==> src/rtl/pwm_pkg.sv <==
// Shared types, default sizing and the duty saturation helper for the PWM
// modulator.
package pwm_pkg;

  localparam int DEF_PRESCALE = 4;
  localparam int DEF_STEPS    = 100;
  localparam int DEF_DUTY_W   = 7;

  typedef enum logic [1:0] {
    IDLE  = 2'd0,
    RUN   = 2'd1,
    DRAIN = 2'd2
  } state_t;

  // Clamp a requested duty to the number of steps in one period.
  function automatic int unsigned sat(input int unsigned d, input int unsigned steps);
    return (d >= steps) ? steps : d;
  endfunction

endpackage

==> src/rtl/pwm_tick_gen.sv <==
// Prescaler: emits one tick every PRESCALE cycles while run is high and
// restarts from zero whenever run drops.
module pwm_tick_gen #(
  parameter int PRESCALE = 4
) (
  input  logic sysclk,
  input  logic rst_n,
  input  logic run,
  output logic tick
);

  localparam int PW = (PRESCALE > 1) ? $clog2(PRESCALE) : 1;
  localparam logic [PW-1:0] LAST = PW'(PRESCALE - 1);

  logic [PW-1:0] presc_reg;

  always_ff @(posedge sysclk) begin
    if (!rst_n || !run) begin
      presc_reg <= '0;
    end else if (presc_reg == LAST) begin
      presc_reg <= '0;
    end else begin
      presc_reg <= presc_reg + PW'(1);
    end
  end

  assign tick = run && (presc_reg == LAST);

endmodule

==> src/rtl/pwm_modulator.sv <==
// PWM modulator: double-buffered duty, period-aligned start/stop and a
// registered, glitch-free output derived from next-state values.
module pwm_modulator
  import pwm_pkg::*;
#(
  parameter int PRESCALE = DEF_PRESCALE,
  parameter int STEPS    = DEF_STEPS,
  parameter int DUTY_W   = DEF_DUTY_W
) (
  input  logic              sysclk,
  input  logic              rst_n,
  input  logic              enable,
  input  logic [DUTY_W-1:0] duty_in,
  output logic              pwm_out,
  output logic              period_start,
  output logic              busy,
  output logic [DUTY_W-1:0] duty_active
);

  localparam logic [DUTY_W-1:0] LAST_STEP = DUTY_W'(STEPS - 1);

  state_t            state_reg, state_next;
  logic [DUTY_W-1:0] step_reg, step_next;
  logic [DUTY_W-1:0] duty_reg, duty_next;
  logic              pwm_reg, pwm_next;
  logic              ps_reg, ps_next;
  logic              busy_reg;
  logic              run, tick, wrap;
  logic [DUTY_W-1:0] duty_sat;

  assign run      = (state_reg != IDLE);
  assign wrap     = tick && (step_reg == LAST_STEP);
  assign duty_sat = DUTY_W'(sat(32'(duty_in), 32'(STEPS)));

  pwm_tick_gen #(
    .PRESCALE(PRESCALE)
  ) u_tick_gen (
    .sysclk(sysclk),
    .rst_n (rst_n),
    .run   (run),
    .tick  (tick)
  );

  always_comb begin
    state_next = state_reg;
    step_next  = step_reg;
    duty_next  = duty_reg;
    ps_next    = 1'b0;
    case (state_reg)
      IDLE: begin
        step_next = '0;
        if (enable) begin
          state_next = RUN;
          duty_next  = duty_sat;
          ps_next    = 1'b1;
        end
      end
      RUN, DRAIN: begin
        if (wrap) begin
          step_next = '0;
          if (enable) begin
            state_next = RUN;
            duty_next  = duty_sat;
            ps_next    = 1'b1;
          end else begin
            state_next = IDLE;
          end
        end else begin
          if (tick) begin
            step_next = step_reg + DUTY_W'(1);
          end
          // Dropping enable mid-period only marks the period as the last one.
          state_next = enable ? RUN : DRAIN;
        end
      end
      default: begin
        state_next = IDLE;
        step_next  = '0;
      end
    endcase
    // Compare against next-state values so the output lines up with period_start.
    pwm_next = (state_next != IDLE) && (step_next < duty_next);
  end

  always_ff @(posedge sysclk) begin
    if (!rst_n) begin
      state_reg <= IDLE;
      step_reg  <= '0;
      duty_reg  <= '0;
      pwm_reg   <= 1'b0;
      ps_reg    <= 1'b0;
      busy_reg  <= 1'b0;
    end else begin
      state_reg <= state_next;
      step_reg  <= step_next;
      duty_reg  <= duty_next;
      pwm_reg   <= pwm_next;
      ps_reg    <= ps_next;
      busy_reg  <= (state_next != IDLE);
    end
  end

  assign pwm_out      = pwm_reg;
  assign period_start = ps_reg;
  assign busy         = busy_reg;
  assign duty_active  = duty_reg;

endmodule

==> config.mk <==
export PLATFORM = sky130hd
export DESIGN_NAME = pwm_modulator
export DESIGN_NICKNAME = d
export VERILOG_FILES = /design/src/rtl/pwm_pkg.sv /design/src/rtl/pwm_tick_gen.sv /design/src/rtl/pwm_modulator.sv
export SDC_FILE = /design/constraint.sdc
export NUM_CORES = 1
export LEC_CHECK = 0
export CORE_UTILIZATION = 51
export CTS_CLUSTER_DIAMETER = 40
export CTS_CLUSTER_SIZE = 8
export DETAILED_ROUTE_END_ITERATION = 16
export MAX_ROUTING_LAYER = met4
export PLACE_DENSITY = 0.88
export SETUP_SLACK_MARGIN = 0.1
export SLEW_MARGIN = 40
export SYNTH_ARGS = -nofsm -noshare
export SYNTH_HDL_FRONTEND = slang
export SYNTH_SLANG_ARGS = --single-unit
==> constraint.sdc <==
create_clock -name sysclk -period 3.1 [get_ports sysclk]
set_input_delay 0.62 -clock sysclk [delete_from_list [all_inputs] [get_ports sysclk]]
set_output_delay 0.62 -clock sysclk [all_outputs]
set_load 0.02 [all_outputs]
==> run metrics, run 1 <==
gr ovfl total 0; worst-margin pin slew between 400 and 500 ps; Worst Slack Setup Final 410 ps; insertion delay to the later sink of the worst-skew pair 300 ps; cell count after placement between 150 and 200; largest area contributor in the synthesized netlist dfxtp_1; area delta synth->final 22.0%; NumNets Final 170; flip-flop and latch count after synthesis 21; combined area of the multi-input logic cells 659 sq um; hold buffer count at cts 0; Final Hold Fails 0; slowest cell on the critical path dfxtp_1; FF/Latch Area 420 sq um; vias in the first global route 1017; fraction of the cycle the final worst path needs 86.8%; kind of capture point of the worst setup path flop; worst-case setup slack after placement 225 ps; setup-violating endpoint count in the final report 0; initial antenna violation count 0; clock slew at the register clock pins of the worst setup and hold paths 110 ps; Cell Chain, Critical Path inv_1, ha_1, nand4b_1, nor3_2, o21bai_2, a32oi_1, ha_1, nand4_1, nor2_1, a211oi_1, nand2_1, a21oi_1; highest attainable clock frequency 0.372 GHz; Setup Fix Bufs, Post-CTS 0; total die area 2380 sq um; final setup skew 3.25 ps; Starting DRT DRC Count 50; DR pass1 iterations 4; IO buf count 19; total half-perimeter wirelength after legalization and detailed placement 1.89 mm; critical path class reg -> reg; CTS Root Buffer Type clkbuf_4; antenna diode count 0; ANT nets after route 0; buffer levels on the longest clock path 2; post-detailed-route via-to-cell ratio 5.76; area of the placeable core between 2000 and 2500 sq um; cell types with the largest area share after synthesis dfxtp_1 38%, ha_1 11%, nor2_1 8.1%, nand2_1 4.7%, a32oi_1 2.4%; required time of the worst setup path 3340 ps; cell area after placement between 1000 and 1500 sq um; floorplan row count 16; Worst Hold Margin 451 ps; pin count of the biggest net entering global routing 12; final weighted congestion of routability-driven global placement roughly 0.9; number of pins exceeding their max-slew limit in the final report 0; area of the mapped netlist 1110 sq um; cts bufs inserted 3; DIE HEIGHT a little under 50 microns; CTS tree done; # DRC 0; number of clock sinks seen by CTS 21; Synth Net Count 149; WL/cell 14.3 microns; portion of the post-synthesis area used by sequential elements 37.7%; CP max FO 9; global-route wire length before repair 4.34 mm; kind of path behind the tightest hold check reg -> reg; syn_area_per_cell 8.64 sq um; status complete, no violations; synthesized netlist cell count 129; Filler Cells Inserted 170; Leakage Power 0.514 nW; post-layout total power 644 uW; number of I/O pins 20; async set-reset flop share out of synthesis 0%; PwrDens 474 nW/um^2; share of layout cells above drive strength 1 8.72%; number of levels in the clock H-tree 1; floorplan die width 48.8 microns; CP max stage delay around 370 ps; sort of element at the start of the critical path flop; fin cells 176; remaining max-slew budget at the tightest pin between 70% and 80%; global-route usage over all layers between 20% and 30%; number of unique standard cell types used by synthesis 41; top-area cell type share of the netlist area 37.7%; Bufs and invs on worst path 1; Max Cap Viol 0; Core Util, Final 67.9%; number of flops mapped to enable cells by yosys 0; most frequent CP cell ha_1; Peak VDD IR 395 uV; number of warnings issued by yosys 0; fin crit period 2690 ps; starting density of the core 55.7%; setup TNS 0 ps; overall routed net length ~2.5 mm; via count slightly above 1000; Arr. time, crit path 2940 ps; setup repair after global routing missed its margin false; post-route cell area ~1400 sq um; prevailing post-synth register cell dfxtp_1; number of gates given a new drive strength after cts 0; kind of cell with the highest combined delay on the critical path simple AND/OR/NAND/NOR gates
[worst register-to-register path: stages (launching register included)]
cell and delay [ps]:
dfxtp_1 370, inv_1 50, ha_1 300, nand4b_1 310, nor3_2 220, o21bai_2 160
a32oi_1 270, ha_1 310, nand4_1 130, nor2_1 70, a211oi_1 240, nand2_1 80
a21oi_1 100
[routing by layer]
| metal | vias up | share of wire, % | global-route usage (%) | wire, microns |
|---|---|---|---|---|
| met5 | - | 0 | - | 0 |
| met4 | 0 | 1.6 | 11.3 | 39 |
| met3 | 4 | 7.0 | 4.09 | 175 |
| met2 | 45 | 47 | 40.0 | 1190 |
| met1 | 468 | 44 | 27.2 | 1110 |
| li1 | 497 | - | - | - |
[synthesized netlist by cell type, drive strengths merged, types with 2 or more instances]
cell type and n:
xor2 3, nand3 2, o21a 2, nand4 3
nor3 2, dfxtp 21, a211oi 2, o21ai 3
a32oi 3, nor2 24, nor2b 3, ha 10
a22oi 3, inv 4, nand3b 2, xnor2 2
clkbuf 4, nand2 14, a21oi 4
[cell families after synthesis]
group                      Yosys count  share of synthesized area (%)
AOI/OAI and AO/OA                   23                           15.8
xor gates and xnor gates             5                           3.93
adders and majority gates           10                           11.2
buffers and inverters                9                           3.14
DFF                                 21                           37.7
muxes                                1                          0.898
and+or+nand+nor                     60                           27.3
[worst paths after layout]
kind	end	start	slack (ps)	depth (start not counted)
max	pwm_out	state_reg[0]	410	12
min	u_tick_gen.presc_reg[0]	u_tick_gen.presc_reg[0]	450	1
max reg2reg	pwm_out	state_reg[0]	410	12
min reg2reg	u_tick_gen.presc_reg[0]	u_tick_gen.presc_reg[0]	450	1
[cell usage in the layout (no fill, tap or decap), types with 3 or more instances in the layout]
cell / n
nor2_1: 24
dfxtp_1: 21
ha_1: 10
a21oi_1: 4
clkbuf_4: 3
inv_1: 4
nand4_1: 3
a32oi_1: 3
xor2_1: 3
nand2_1: 14
nor2b_1: 3
clkdlybuf4s50_1: 19
[layout make-up]
cell class / count / area share, %
clock buffers: 4 / 1.93
inverters: 4 / 1.10
multi-input cells: 99 / 48.5
flip-flops and latches: 21 / 30.9
well taps: 27 / 2.48
repair buffers: 21 / 15.1
[power by group]
part	internal, mW	switching, mW
sequential	0.294	0.0116
clock	0.0502	0.0823
combinational	0.0889	0.117
Power figures use the tool's default switching activity.
==> inputs of run 2 (changes only) <==
--- a/config.mk
+++ b/config.mk
@@ -5,13 +5,12 @@
 export SDC_FILE = /design/constraint.sdc
 export NUM_CORES = 1
 export LEC_CHECK = 0
-export CORE_UTILIZATION = 51
+export CORE_UTILIZATION = 46
 export CTS_CLUSTER_DIAMETER = 40
 export CTS_CLUSTER_SIZE = 8
 export DETAILED_ROUTE_END_ITERATION = 16
 export MAX_ROUTING_LAYER = met4
-export PLACE_DENSITY = 0.88
-export SETUP_SLACK_MARGIN = 0.1
+export PLACE_DENSITY = 0.84
 export SLEW_MARGIN = 40
 export SYNTH_ARGS = -nofsm -noshare
 export SYNTH_HDL_FRONTEND = slang
==> constraint.sdc (replaced) <==
create_clock -name sysclk -period 2.4 [get_ports sysclk]
set_input_delay 0.48 -clock sysclk [delete_from_list [all_inputs] [get_ports sysclk]]
set_output_delay 0.48 -clock sysclk [all_outputs]
set_load 0.05 [all_outputs]
==> run metrics, run 2 (synthesized netlist as in run 1, its figures left out) <==
status finished with violations; violated checks setup timing; insertion delay to the later sink of the worst-skew pair 320 ps; net switching power roughly 380 uW; buffer levels on the longest clock path 2; proportion of power drawn by flip-flops and latches 39.3%; cell count after placement 191; Peak VDD IR 493 uV; global-route usage over all layers 28.0%; Cell Chain, Critical Path or4b_4, nor3_4, o21bai_4, a22oi_2, ha_4, a21oi_2, nand2_1, a211oi_2, nand2_1, a21oi_2; PwrDens 617 nW/um^2; kind of capture point of the worst setup path flop; Max Cap Viol 0; Worst Reg-to-Reg Cells 10; Internal Power 637 uW; number of levels in the clock H-tree 1; antenna diode count 0; clock slew at the register clock pins of the worst setup and hold paths 120 ps; switching part of the total power 37.5%; global-route wire length before repair 5.18 mm; Arr. time, crit path 2750 ps; area of the placeable core about 2300 sq um; vias in the first global route 1160; fin cells ~200; via count 1128; ANT nets after route 0; area delta synth->final 48.1%; r2r setup slk -80 ps; total die area 2620 sq um; Leakage Power 0.651 nW; highest-count cells in the layout ignoring fill and taps 26 x buf_4, 23 x nor2_1, 19 x clkdlybuf4s50_1, 18 x dfxtp_1, 14 x nand2_1; Worst Slack Setup Final -76.8 ps; WL/cell 16.3 microns; required time of the worst setup path 2670 ps; Core Util, Final 73.3%; setup TNS -76.8 ps; CP max stage delay 580 ps; highest attainable clock frequency 0.404 GHz; hold buffer count at cts 0; IO buf count 19; post-detailed-route via-to-cell ratio 5.61; reg-to-reg endpoint pwm_out; cts bufs inserted 3; fraction of the cycle the final worst path needs 103%; number of clock sinks seen by CTS 21; worst-case setup slack after placement -318 ps; setup-violating endpoint count in the final report 1; slowest cell on the critical path or4b_4; final setup skew 4.80 ps; setup repair after global routing missed its margin true; CTS tree done; number of pins exceeding their max-slew limit in the final report 0; final weighted congestion of routability-driven global placement 0.819; CTS Root Buffer Type clkbuf_4; relative contribution of combinational cells to total power 43.0%; critical path class reg -> reg; floorplan die width about 51 microns; kind of path behind the tightest hold check reg -> reg; share of layout cells above drive strength 1 30.6%; starting density of the core 49.4%; Final Hold Fails 0; worst setup path startpoint step_reg[2]; worst-margin pin slew 517 ps; initial antenna violation count 0; pin count of the biggest net entering global routing 13; number of I/O pins 20; proportion of power drawn by the clock network between 10% and 20%; Starting DRT DRC Count 38; overall routed net length 3.28 mm; sort of element at the start of the critical path flop; launch point of the worst reg-to-reg path step_reg[2]; remaining max-slew budget at the tightest pin 65.4%; leading cell type in the layout, fill and taps excluded buf_4; fin crit period 2480 ps; capturing element of the worst setup path pwm_out; gr ovfl total 0; total half-perimeter wirelength after legalization and detailed placement 2.27 mm; # DRC 0; DIE HEIGHT between 50 and 60 microns; post-route cell area 1650 sq um; CP max FO 6; NumNets Final about 190; DR pass1 iterations 7; cell area after placement 1470 sq um; floorplan row count 17
## run 2: cell types whose count changed in the layout (fill, tap and decap cells not counted), sizes merged
cell | previous run | this run
clkbuf | 4 | 3
clkinv | 0 | 1
buf | 2 | 26
## run 2: per-layer routing
metal,wire (microns),vias up,GRT usage [%]
li1,-,546,-
met3,148,15,7.14
met4,114,0,12.6
met1,1370,528,29.2
met2,1650,39,49.3
met5,0,-,-
## run 2: worst min-delay path by stage
stage	slack [ps]	from	end	cells after the start
CTS	470	u_tick_gen.presc_reg[0]	u_tick_gen.presc_reg[0]	1
detailed placement	450	u_tick_gen.presc_reg[0]	u_tick_gen.presc_reg[0]	1
global placement	410	u_tick_gen.presc_reg[0]	u_tick_gen.presc_reg[0]	1
finish	440	u_tick_gen.presc_reg[0]	u_tick_gen.presc_reg[0]	1
floorplan	410	u_tick_gen.presc_reg[0]	u_tick_gen.presc_reg[0]	1
global route	460	u_tick_gen.presc_reg[0]	u_tick_gen.presc_reg[0]	1
## run 2: cell type report
cell class / count / area, sq um
Clock inverter: 1 / 5.00
Tap cell: 28 / 35.0
Sequential cell: 21 / 424
Inverter: 4 / 15.0
Timing Repair Buffer: 45 / 385
Multi-Input combinational cell: 99 / 764
Fill cell: 160 / 603
Clock buffer: 3 / 22.5
## run 2: stage by stage
| stage | hold slack, ps | power, mW |
|---|---|---|
| 2_1_floorplan | 407 | 0.620 |
| 5_1_grt | 463 | 1.07 |
| 6_report | 445 | 1.02 |
| 3_3_place_gp | 412 | 0.752 |
| 4_1_cts | 472 | 0.980 |
| 3_5_place_dp | 455 | 0.766 |
## run 2: critical path: cells and delay by family, from the launching register on
family	cells	cell delay (ps)
compound gates	5	830
fa+ha+maj	1	250
flops	1	340
simple gates	4	1020
## run 2: power by group through the flow
stage	clock network [mW]	registers [mW]	logic, mW
4_1_cts	0.180	0.398	0.402
5_1_grt	0.204	0.404	0.467
3_5_place_dp	0	0.405	0.361
3_3_place_gp	0	0.403	0.349
2_1_floorplan	0	0.481	0.139
6_report	0.181	0.400	0.438
## run 2: what timing repair did
action | in CTS | in global routing
resized for setup | 10 | 10
setup endpoints to repair | 1 | 1
buffers inserted | 3 | 3
endpoints found under the hold margin | 0 | 0
pin swaps | 7 | 11
